## config.mk

```make
export PLATFORM = sky130hd
export DESIGN_NAME = instr_fetch
export DESIGN_NICKNAME = d
export VERILOG_FILES = /design/src/rtl/instr_fetch_pkg.sv /design/src/rtl/fetch_fifo.sv /design/src/rtl/instr_fetch.sv
export SDC_FILE = /design/constraint.sdc
export NUM_CORES = 1
export LEC_CHECK = 0
export BUFFER_PORTS_ARGS = -buffer_cell sky130_fd_sc_hd__buf_2
export CAP_MARGIN = 10
export CORE_MARGIN = 3
export CORE_UTILIZATION = 50
export CTS_BUF_LIST = sky130_fd_sc_hd__clkbuf_2 sky130_fd_sc_hd__clkbuf_4 sky130_fd_sc_hd__clkbuf_8
export DETAILED_ROUTE_END_ITERATION = 10
export PLACE_DENSITY = 0.76
export SLEW_MARGIN = 20
export SYNTH_ARGS = -nofsm -noshare
export SYNTH_HDL_FRONTEND = slang
export SYNTH_SLANG_ARGS = --single-unit
```

## constraint.sdc

```tcl
create_clock -name i_clk -period 4.07 [get_ports i_clk]
set_clock_uncertainty 0.15 [all_clocks]
set_input_delay 0.2035 -clock i_clk [delete_from_list [all_inputs] [get_ports i_clk]]
set_output_delay 0.2035 -clock i_clk [all_outputs]
set_load 0.05 [all_outputs]
```

## src/rtl/instr_fetch_pkg.sv

```systemverilog
// ============================================================================
// instr_fetch_pkg -- shared core constants (XLEN, NOP encoding) and PC helpers.
// Revision: 1.0
// ============================================================================
`default_nettype none

package instr_fetch_pkg;

  localparam int              c_XLEN    = 32;
  localparam logic [31:0]     c_NOP     = 32'h0000_0013;
  localparam logic [31:0]     c_PC_STEP = 32'd4;

  function automatic logic [31:0] align_pc(input logic [31:0] pc);
    return {pc[31:2], 2'b00};
  endfunction

endpackage

`default_nettype wire

```

## src/rtl/fetch_fifo.sv

```systemverilog
// ============================================================================
// fetch_fifo -- small circular FIFO with flush and occupancy count.
// Revision: 1.0
// ============================================================================
`default_nettype none

module fetch_fifo #(
  parameter int DEPTH = 2,
  parameter int WIDTH = 32
) (
  input  logic                       i_clk,
  input  logic                       i_rst,
  input  logic                       i_flush,
  input  logic                       i_push,
  input  logic [WIDTH-1:0]           i_push_data,
  input  logic                       i_pop,
  output logic [WIDTH-1:0]           o_head,
  output logic                       o_empty,
  output logic [$clog2(DEPTH+1)-1:0] o_count
);

  localparam int c_PW = (DEPTH > 1) ? $clog2(DEPTH) : 1;
  localparam int c_CW = $clog2(DEPTH+1);

  logic [WIDTH-1:0] mem_q [DEPTH];
  logic [c_PW-1:0]  rd_q, rd_d;
  logic [c_PW-1:0]  wr_q, wr_d;
  logic [c_CW-1:0]  count_q, count_d;
  logic             w_push, w_pop, w_full;

  // DEPTH need not be a power of two, so pointers wrap explicitly.
  function automatic logic [c_PW-1:0] ptr_inc(input logic [c_PW-1:0] p);
    return (p == c_PW'(DEPTH-1)) ? '0 : p + c_PW'(1);
  endfunction

  assign w_full  = (count_q == c_CW'(DEPTH));
  assign o_empty = (count_q == '0);
  assign w_pop   = i_pop && !o_empty;
  assign w_push  = i_push && (!w_full || w_pop);
  assign o_head  = mem_q[rd_q];
  assign o_count = count_q;

  always_comb begin
    rd_d    = w_pop  ? ptr_inc(rd_q) : rd_q;
    wr_d    = w_push ? ptr_inc(wr_q) : wr_q;
    count_d = count_q + c_CW'(w_push) - c_CW'(w_pop);
  end

  always_ff @(posedge i_clk) begin
    if (i_rst || i_flush) begin
      rd_q    <= '0;
      wr_q    <= '0;
      count_q <= '0;
    end else begin
      rd_q    <= rd_d;
      wr_q    <= wr_d;
      count_q <= count_d;
    end
  end

  always_ff @(posedge i_clk) begin
    if (w_push && !i_rst && !i_flush) begin
      mem_q[wr_q] <= i_push_data;
    end
  end

endmodule

`default_nettype wire

```

## src/rtl/instr_fetch.sv

```systemverilog
// ============================================================================
// instr_fetch -- in-order instruction fetch with bounded in-flight requests,
// response buffering and redirect flush. Revision: 1.0
// ============================================================================
`default_nettype none

module instr_fetch
  import instr_fetch_pkg::*;
#(
  parameter logic [31:0] RESET_PC = 32'h0000_0000,
  parameter int          DEPTH    = 2
) (
  input  logic        i_clk,
  input  logic        i_rst,
  output logic        o_imem_req_valid,
  input  logic        i_imem_req_ready,
  output logic [31:0] o_imem_req_addr,
  input  logic        i_imem_rsp_valid,
  input  logic [31:0] i_imem_rsp_data,
  input  logic        i_redirect,
  input  logic [31:0] i_redirect_pc,
  output logic        o_valid,
  input  logic        i_ready,
  output logic [31:0] o_instr,
  output logic [31:0] o_pc
);

  localparam int          c_CW       = $clog2(DEPTH+1);
  localparam logic [31:0] c_RESET_PC = align_pc(RESET_PC);

  logic [31:0]     fetch_pc_q, fetch_pc_d;
  logic [31:0]     deliver_pc_q, deliver_pc_d;
  logic [c_CW-1:0] inflight_q, inflight_d;
  logic [c_CW-1:0] drop_cnt_q, drop_cnt_d;

  logic [c_CW-1:0] w_fifo_count;
  logic            w_fifo_empty;
  logic [31:0]     w_fifo_head;
  logic [c_CW:0]   w_occupancy;
  logic            w_req_valid, w_accept, w_rsp, w_drop, w_push;
  logic            w_out_valid, w_pop;

  assign w_occupancy = {1'b0, inflight_q} + {1'b0, w_fifo_count};
  assign w_req_valid = !i_rst && !i_redirect && (w_occupancy < (c_CW+1)'(DEPTH));
  assign w_accept    = w_req_valid && i_imem_req_ready;
  // A response with nothing outstanding cannot belong to us; ignore it.
  assign w_rsp       = i_imem_rsp_valid && !i_rst && (inflight_q != '0);
  assign w_drop      = (drop_cnt_q != '0);
  assign w_push      = w_rsp && !w_drop && !i_redirect;
  assign w_out_valid = !w_fifo_empty && !i_redirect && !i_rst;
  assign w_pop       = w_out_valid && i_ready;

  always_comb begin
    fetch_pc_d   = fetch_pc_q;
    deliver_pc_d = deliver_pc_q;
    inflight_d   = inflight_q + c_CW'(w_accept) - c_CW'(w_rsp);
    drop_cnt_d   = drop_cnt_q;
    if (i_redirect) begin
      fetch_pc_d   = align_pc(i_redirect_pc);
      deliver_pc_d = align_pc(i_redirect_pc);
      // Every request still outstanding after this cycle must be discarded.
      drop_cnt_d   = inflight_q - c_CW'(w_rsp);
    end else begin
      if (w_accept)         fetch_pc_d   = fetch_pc_q + c_PC_STEP;
      if (w_pop)            deliver_pc_d = deliver_pc_q + c_PC_STEP;
      if (w_rsp && w_drop)  drop_cnt_d   = drop_cnt_q - c_CW'(1);
    end
  end

  always_ff @(posedge i_clk) begin
    if (i_rst) begin
      fetch_pc_q   <= c_RESET_PC;
      deliver_pc_q <= c_RESET_PC;
      inflight_q   <= '0;
      drop_cnt_q   <= '0;
    end else begin
      fetch_pc_q   <= fetch_pc_d;
      deliver_pc_q <= deliver_pc_d;
      inflight_q   <= inflight_d;
      drop_cnt_q   <= drop_cnt_d;
    end
  end

  fetch_fifo #(
    .DEPTH (DEPTH),
    .WIDTH (c_XLEN)
  ) u_fifo (
    .i_clk       (i_clk),
    .i_rst       (i_rst),
    .i_flush     (i_redirect),
    .i_push      (w_push),
    .i_push_data (i_imem_rsp_data),
    .i_pop       (w_pop),
    .o_head      (w_fifo_head),
    .o_empty     (w_fifo_empty),
    .o_count     (w_fifo_count)
  );

  // Reset gating keeps outputs at reset values from the first reset cycle.
  assign o_imem_req_valid = w_req_valid;
  assign o_imem_req_addr  = i_rst ? c_RESET_PC : align_pc(fetch_pc_q);
  assign o_valid          = w_out_valid;
  assign o_instr          = (w_fifo_empty || i_rst) ? c_NOP : w_fifo_head;
  assign o_pc             = i_rst ? c_RESET_PC : deliver_pc_q;

endmodule

`default_nettype wire

```

Word level (Yosys, flattened, before mapping)
Memories as Yosys holds them, arrays and structs flattened. A register that Yosys moved wholly into a read port is not among the register bits.
Index checks and enable logic that the tools add are counted.
{"block": "op_classes", "addsub": 11, "n_lt_le_gt_ge": 1, "n_eq_ne": 1, "mux": 15, "n_reduce_logical": 30}
{"cell": "32-bit 2-to-1 mux", "count": 7}
{"cell": "32-bit by 3-bit adder with 32-bit output, second input constant", "count": 2}
{"cell": "1-bit logical AND", "count": 15}
{"cell": "2-bit nonzero test", "count": 5}
{"cell": "1-bit 2-to-1 mux", "count": 6}
{"cell": "2-bit by 1-bit subtractor with 2-bit output", "count": 3}
{"cell": "1-bit zero test", "count": 5}
{"cell": "2-bit by 1-bit adder with 2-bit output", "count": 2}
{"cell": "2-bit 2-to-1 mux", "count": 2}
{"cell": "2-bit by 2-bit adder with 3-bit output", "count": 1}
{"cell": "1-bit logical OR", "count": 3}
{"cell": "3-bit by 2-bit less-than comparator with 1-bit output, second input constant", "count": 1}
{"cell": "1-bit adder, second input constant", "count": 2}
{"cell": "2-bit == test, second input constant", "count": 1}
{"cell": "2-bit zero test", "count": 1}
{"cell": "2-bit OR reduction", "count": 1}
{"cell": "2-bit by 1-bit subtractor with 2-bit output, second input constant", "count": 1}
{"block": "word_totals", "register_bits": 72, "ram_bits": 64, "out_inout_bits": 98, "wordCells": 68, "n_memories": 1}
{"name": "u_fifo.mem_q", "depth": 2, "width": 32, "rd": 1, "rd_ports_with_merged_regs": 1, "wr": 1, "line": "fetch_fifo.sv:25", "source": "logic [WIDTH-1:0] mem_q [DEPTH];"}

Logic depth before layout (Yosys ltp)
{"block": "logic_depth", "ltp_word": 12, "ltp_mapped": 11}

Modules after synthesis
Synthesis repeated with hierarchy kept, for this count alone.
{"block": "hier_totals", "cells_unflattened": 661, "hier_area_um2": 6754.0}
{"module": "instr_fetch", "n_inst": 1, "cells_each": 533, "area_per_inst_um2": 4196.5}
{"module": "fetch_fifo", "n_inst": 1, "cells_each": 128, "area_per_inst_um2": 2557.5}

Worst setup path before layout
No wires, ideal clock.
{"block": "synth_timing", "path_type": "in2reg", "from": "input i_rst", "to": "memory u_fifo.mem_q[0][0] (enable)", "setup_time_ns": 0.425, "arrival_time_ns": 2.627, "required_ns": 3.495, "path_slack_ns": 0.868, "stages": 4, "n_path_buf": 1, "path_cell_list": "or2_0 buf_2 nor4b_1 nor2b_1"}
{"block": "synth_between", "elab_chain_cells": 10}
{"item": "start: declaration", "line": "instr_fetch.sv:14", "source": "input logic i_rst,"}
{"item": "1-bit zero test *", "line": "fetch_fifo.sv:62, instr_fetch.sv:47, instr_fetch.sv:50"}
{"item": "1-bit logical AND (on tied branches)", "line": "instr_fetch.sv:47, instr_fetch.sv:50"}
{"item": "1-bit logical AND (on tied branches)", "line": "instr_fetch.sv:47, instr_fetch.sv:51"}
{"item": "1-bit logical AND (on tied branches)", "line": "instr_fetch.sv:49, fetch_fifo.sv:38"}
{"item": "1-bit logical AND or 1-bit logical OR (tied branches)", "line": "instr_fetch.sv:49, fetch_fifo.sv:39"}
{"item": "1-bit logical AND", "line": "fetch_fifo.sv:39", "source": "assign w_push = i_push && (!w_full || w_pop);"}
{"item": "1-bit logical AND * (2 in series)", "line": "fetch_fifo.sv:62", "source": "if (w_push && !i_rst && !i_flush) begin"}
{"item": "1-bit 2-to-1 mux *", "line": "fetch_fifo.sv:62"}
{"item": "1-bit 2-to-1 mux (implied by the code) *", "line": "fetch_fifo.sv:63", "source": "mem_q[wr_q] <= i_push_data;"}
{"item": "end: declaration", "line": "fetch_fifo.sv:25"}
Mark *: on every way between the ends. The rest lies on a longest branch, timed or not.

Worst setup path in the final report
{"block": "layout_timing", "from": "register u_fifo.count_q[0], in the netlist u_fifo.o_count[0]", "to": "register fetch_pc_q[11]"}
{"block": "layout_between", "elab_chain_cells": 5}
{"item": "start: declaration", "line": "fetch_fifo.sv:28", "source": "logic [c_CW-1:0] count_q, count_d;"}
{"item": "start signal: assignment", "line": "fetch_fifo.sv:57", "source": "count_q <= count_d;"}
{"item": "2-bit by 2-bit adder with 3-bit output", "line": "instr_fetch.sv:43", "source": "assign w_occupancy = {1'b0, inflight_q} + {1'b0, w_fifo_count};"}
{"item": "3-bit by 2-bit less-than comparator with 1-bit output", "line": "instr_fetch.sv:44", "source": "assign w_req_valid = !i_rst && !i_redirect && (w_occupancy < (c_CW+1)'(DEPTH));"}
{"item": "1-bit logical AND", "line": "instr_fetch.sv:44"}
{"item": "1-bit logical AND", "line": "instr_fetch.sv:45", "source": "assign w_accept = w_req_valid && i_imem_req_ready;"}
{"item": "2-bit nonzero test (no source line)"}
{"item": "end signal: assignment", "line": "instr_fetch.sv:72", "source": "fetch_pc_q <= c_RESET_PC;"}
{"item": "end signal: assignment", "line": "instr_fetch.sv:77", "source": "fetch_pc_q <= fetch_pc_d;"}
{"item": "end: declaration", "line": "instr_fetch.sv:31", "source": "logic [31:0] fetch_pc_q, fetch_pc_d;"}
Every way passes these cells.
A chain may end at the register's enable or synchronous reset.

==> flow_summary.rst <==
.. list-table::
   :header-rows: 1

   * - Metric
     - Value
   * - Status
     - finished, final reports clean
   * - I/O Pins
     - 168
   * - Final slew viol count
     - 0
   * - Clk sinks
     - 133
   * - Required arrival time at the worst endpoint
     - 4.22 ns
   * - Drt first-iter violations
     - 442
   * - Part of the power in registers
     - 46.9%
   * - I/O Buffers
     - 161
   * - Most common cell type on the critical path
     - or4b_1
   * - Final layout net count
     - 967
   * - Initial Utilization
     - 51.5%
   * - Clock edge transition at the registers on the reported setup and hold paths
     - about 0.08 ns
   * - Average vias per placed instance
     - 5.70
   * - Cell internal pwr
     - 2.36 mW
   * - Synthesized netlist cell count
     - approximately 700
   * - Share of Yosys cell area claimed by the top area cell type
     - 28.1%
   * - Net load switching power
     - 0.865 mW
   * - Final total power
     - around 3.2 mW
   * - Leading register cell type out of synthesis
     - dfxtp_1
   * - Synth async-reset ratio
     - 0%
   * - Cell variety after synth
     - 57
   * - Part of the total power dissipated in the clock network
     - 40.0%
   * - Switch share
     - 26.8%
   * - Maximum level of the CTS H-tree
     - 4
   * - Area contributors post-synth
     - edfxtp_1 (28%), dfxtp_1 (20%), nor2b_1 (6.1%)
   * - Worst setup path class
     - flip-flop to flip-flop
   * - Unrepaired setup endpoints after global routing
     - no
   * - Root buf cell
     - clkbuf_8
   * - Growth of design area from synthesis to finish
     - 28.6%
   * - Slew Limit Headroom
     - 32.3%
   * - Pin count of the biggest net entering global routing
     - 61
   * - Residual DRC
     - 0
   * - Final period util
     - 74.5%
   * - Power density of the placed cells
     - about 370 mW/mm2
   * - Die Outline Area
     - 0.0151 mm2
   * - Cell type contributing the most total cell area after synthesis
     - edfxtp_1
   * - Register area share after synthesis
     - 48.2%
   * - Filler instances
     - 1041
   * - Count of flip-flops with a built-in enable after synthesis
     - 64
   * - Hold EP
     - fetch_pc_q[30]
   * - CTS buffer count
     - 17
   * - Die Span Y
     - 123 um
   * - Total GRT Usage
     - between 20% and 30%
   * - Data arrival time of the worst path
     - approximately 3.2 ns
   * - Number of rows in the core area
     - 42
   * - Final Worst Setup Slack
     - 1.04 ns
   * - Area of combinational cells with multiple inputs
     - 0.00325 mm2
   * - Post-CTS setup repair buffer count
     - 0
   * - Mean instance size in the synthesized netlist
     - roughly 10 um2
   * - Total global routing overflow
     - 0
   * - Top-count cell post-synth
     - dfxtp_1
   * - Slowest-stage cell, CP
     - or4b_1
   * - Number of cells after detailed placement
     - 984
   * - Post-Place Cell Area
     - 0.00773 mm2
   * - PostCTS Resize Cnt
     - 0
   * - R2r setup slk
     - 1.04 ns
   * - Total wire length after detailed routing
     - 18600 um
   * - Share of post-route cells with drive strength above 1
     - 23.4%
   * - Die X
     - 123 um
   * - Highest clock frequency the design can meet
     - 330 MHz
   * - Routability congestion estimate from global placement
     - 0.878
   * - TNS Setup
     - 0 ns
   * - Worst IR Drop VDD
     - 0.271 mV
   * - Highest net fanout along the worst path
     - 8
   * - TritonCTS clock tree
     - yes
   * - Drt first pass iters
     - 6
   * - Worst-case clock buffer depth
     - 2
   * - Cell area after layout
     - 0.00880 mm2
   * - Diodes inserted
     - 0
   * - Final setup violation count
     - 0
   * - Number of nets still failing antenna checks after routing
     - 0
   * - Share of total power in combinational logic
     - 13.1%
   * - Count of yosys warnings during synthesis
     - 0
   * - Leak pwr
     - 3.48 nW
   * - Total core area
     - 0.0133 mm2
   * - Number of max-cap violations
     - 0
   * - Origin of the worst setup path
     - u_fifo.o_count[0]
   * - Cell count of the worst reg-to-reg path
     - 7
   * - Hold Path Stages
     - 5
   * - Crit Reg-Reg Endpoint
     - fetch_pc_q[11]
   * - Vias in the first global route
     - 5962
   * - Delay of the slowest cell on the worst path
     - ~0.74 ns
   * - Number of antenna violations at the first check in global routing
     - 0
   * - Cell Area, Synth
     - 0.00685 mm2
   * - Critical Path Source Type
     - flip-flop
   * - Crit-path cells
     - inv_1 -> nor2_1 -> fa_1 -> or4b_1 -> or4b_1 -> xor2_1 -> a21boi_0
   * - Number of non-filler instances in the completed layout
     - 1077
   * - Kind of end point of the critical path
     - flip-flop
   * - Fin Hold WS
     - 0.0863 ns
   * - Hold violation count in the final report
     - 0
   * - FF-to-FF Start
     - u_fifo.o_count[0]
   * - Least-Margin Pin Slew
     - 1.02 ns
   * - Type of the tightest min-delay check
     - input port to flip-flop
   * - Total area of sequential cells
     - 0.00330 mm2
   * - WL per Instance
     - 17.3 um
   * - Most instantiated cells after synthesis
     - dfxtp_1 (69), nor2b_1 (67), edfxtp_1 (64)
   * - Final standard cell utilization of the core
     - 66.2%
   * - Detailed-route via count
     - 6135
   * - DPL Wire Length
     - 12400 um
   * - Insertion delay to the later sink of the worst-skew pair
     - 0.44 ns
   * - First-pass GRT wire length
     - 29200 um
   * - Number of synthesized register bits
     - 133
   * - Time the final worst path needs with I/O delays and setup
     - between 3 and 4 ns
   * - Beginning of the worst hold path
     - i_redirect_pc[30]
   * - Placement-stage worst setup slack
     - 1.10 ns
state kept, by name (all words and copies together), names as in the netlist, named ones only:
| signal | cells |
|---|---|
| deliver_pc_q | 30 |
| u_fifo.rd_q | 1 |
| inflight_q | 2 |
| drop_cnt_q | 2 |
| u_fifo.mem_q | 64 |
| u_fifo.o_count | 2 |
| u_fifo.wr_q | 1 |
| fetch_pc_q | 30 |
repair_timing:
item	in CTS	in global routing
hold endpoints to repair	119	0
hold buffers	61	0
endpoints found under the setup margin	0	0
worst max-delay path, delay by kind of cell (launching register included):
kind | cells | cell delay (ns)
flops | 1 | 0.44
xor+xnor | 1 | 0.15
compound gates | 1 | 0.09
buf+inv | 1 | 0.11
simple gates | 3 | 1.46
fa+ha+maj | 1 | 0.47
metal layers:
metal	share of wire, %	vias up	global-route usage, %
li1	-	2922	-
met2	47	261	40.1
met5	0	-	0
met1	43	2906	31.9
met4	2.6	0	9.69
met3	6.9	46	5.86
cells by family (layout without fill, tap and decap cells):
logic type | Yosys count | in the layout | share of synthesized area (%)
compound gates | 126 | 126 | 13.3
xor+xnor | 28 | 28 | 3.58
fa+ha+maj | 9 | 9 | 1.75
buf+inv | 73 | 287 | 4.51
flops | 133 | 133 | 48.2
mux | 34 | 34 | 4.97
other cells | 1 | 4 | 0.0548
simple gates | 280 | 280 | 23.6
cell type report:
type / instances / area share, %
clock inverters: 14 / 2.52
repair buffers: 229 / 16.7
multi-input cells: 481 / 36.9
well taps: 176 / 2.50
flip-flops and latches: 133 / 37.5
clock buffers: 18 / 2.74
inverters: 26 / 1.11
cell usage in the layout, fill, tap and decap left out, types with 5 or more instances in the layout:
master,instances
buf_2,161
dfxtp_1,68
nor2b_1,66
edfxtp_1,64
dlygate4sd3_1,61
nor2_1,57
mux2i_1,34
nand2_1,28
inv_1,25
a21oi_1,24
nand4_1,19
o31a_1,18
nand3_1,17
clkbuf_8,17
nor3_1,15
a21boi_0,15
and4_1,14
xor2_1,14
xnor2_1,14
nor4_1,14
a31oi_1,13
o21bai_1,12
and3_1,11
o31ai_1,11
a311oi_1,9
or4_1,9
or3_1,8
ha_1,8
buf_4,7
a211oi_1,5
inv_6,5
bufinv_16,5
worst max-delay path by stage:
stage          slack, ns  cells past startpoint            endpoint
2_1_floorplan       0.87                      4  u_fifo.mem_q[0][0]
3_3_place_gp        1.15                      7      fetch_pc_q[11]
3_5_place_dp        1.10                      7      fetch_pc_q[11]
4_1_cts             1.06                      7      fetch_pc_q[11]
5_1_grt             0.88                      7      fetch_pc_q[24]
6_report            1.04                      7      fetch_pc_q[11]
power groups by stage:
stage | clock [mW] | combinational [mW] | sequential (mW)
finish | 1.29 | 0.424 | 1.51
floorplan | 0 | 0.274 | 1.52
detailed placement | 0 | 0.374 | 1.54
CTS | 1.31 | 0.421 | 1.51
global placement | 0 | 0.363 | 1.54
global route | 1.38 | 0.456 | 1.52
Note: power is estimated with default switching activity, not from simulation.
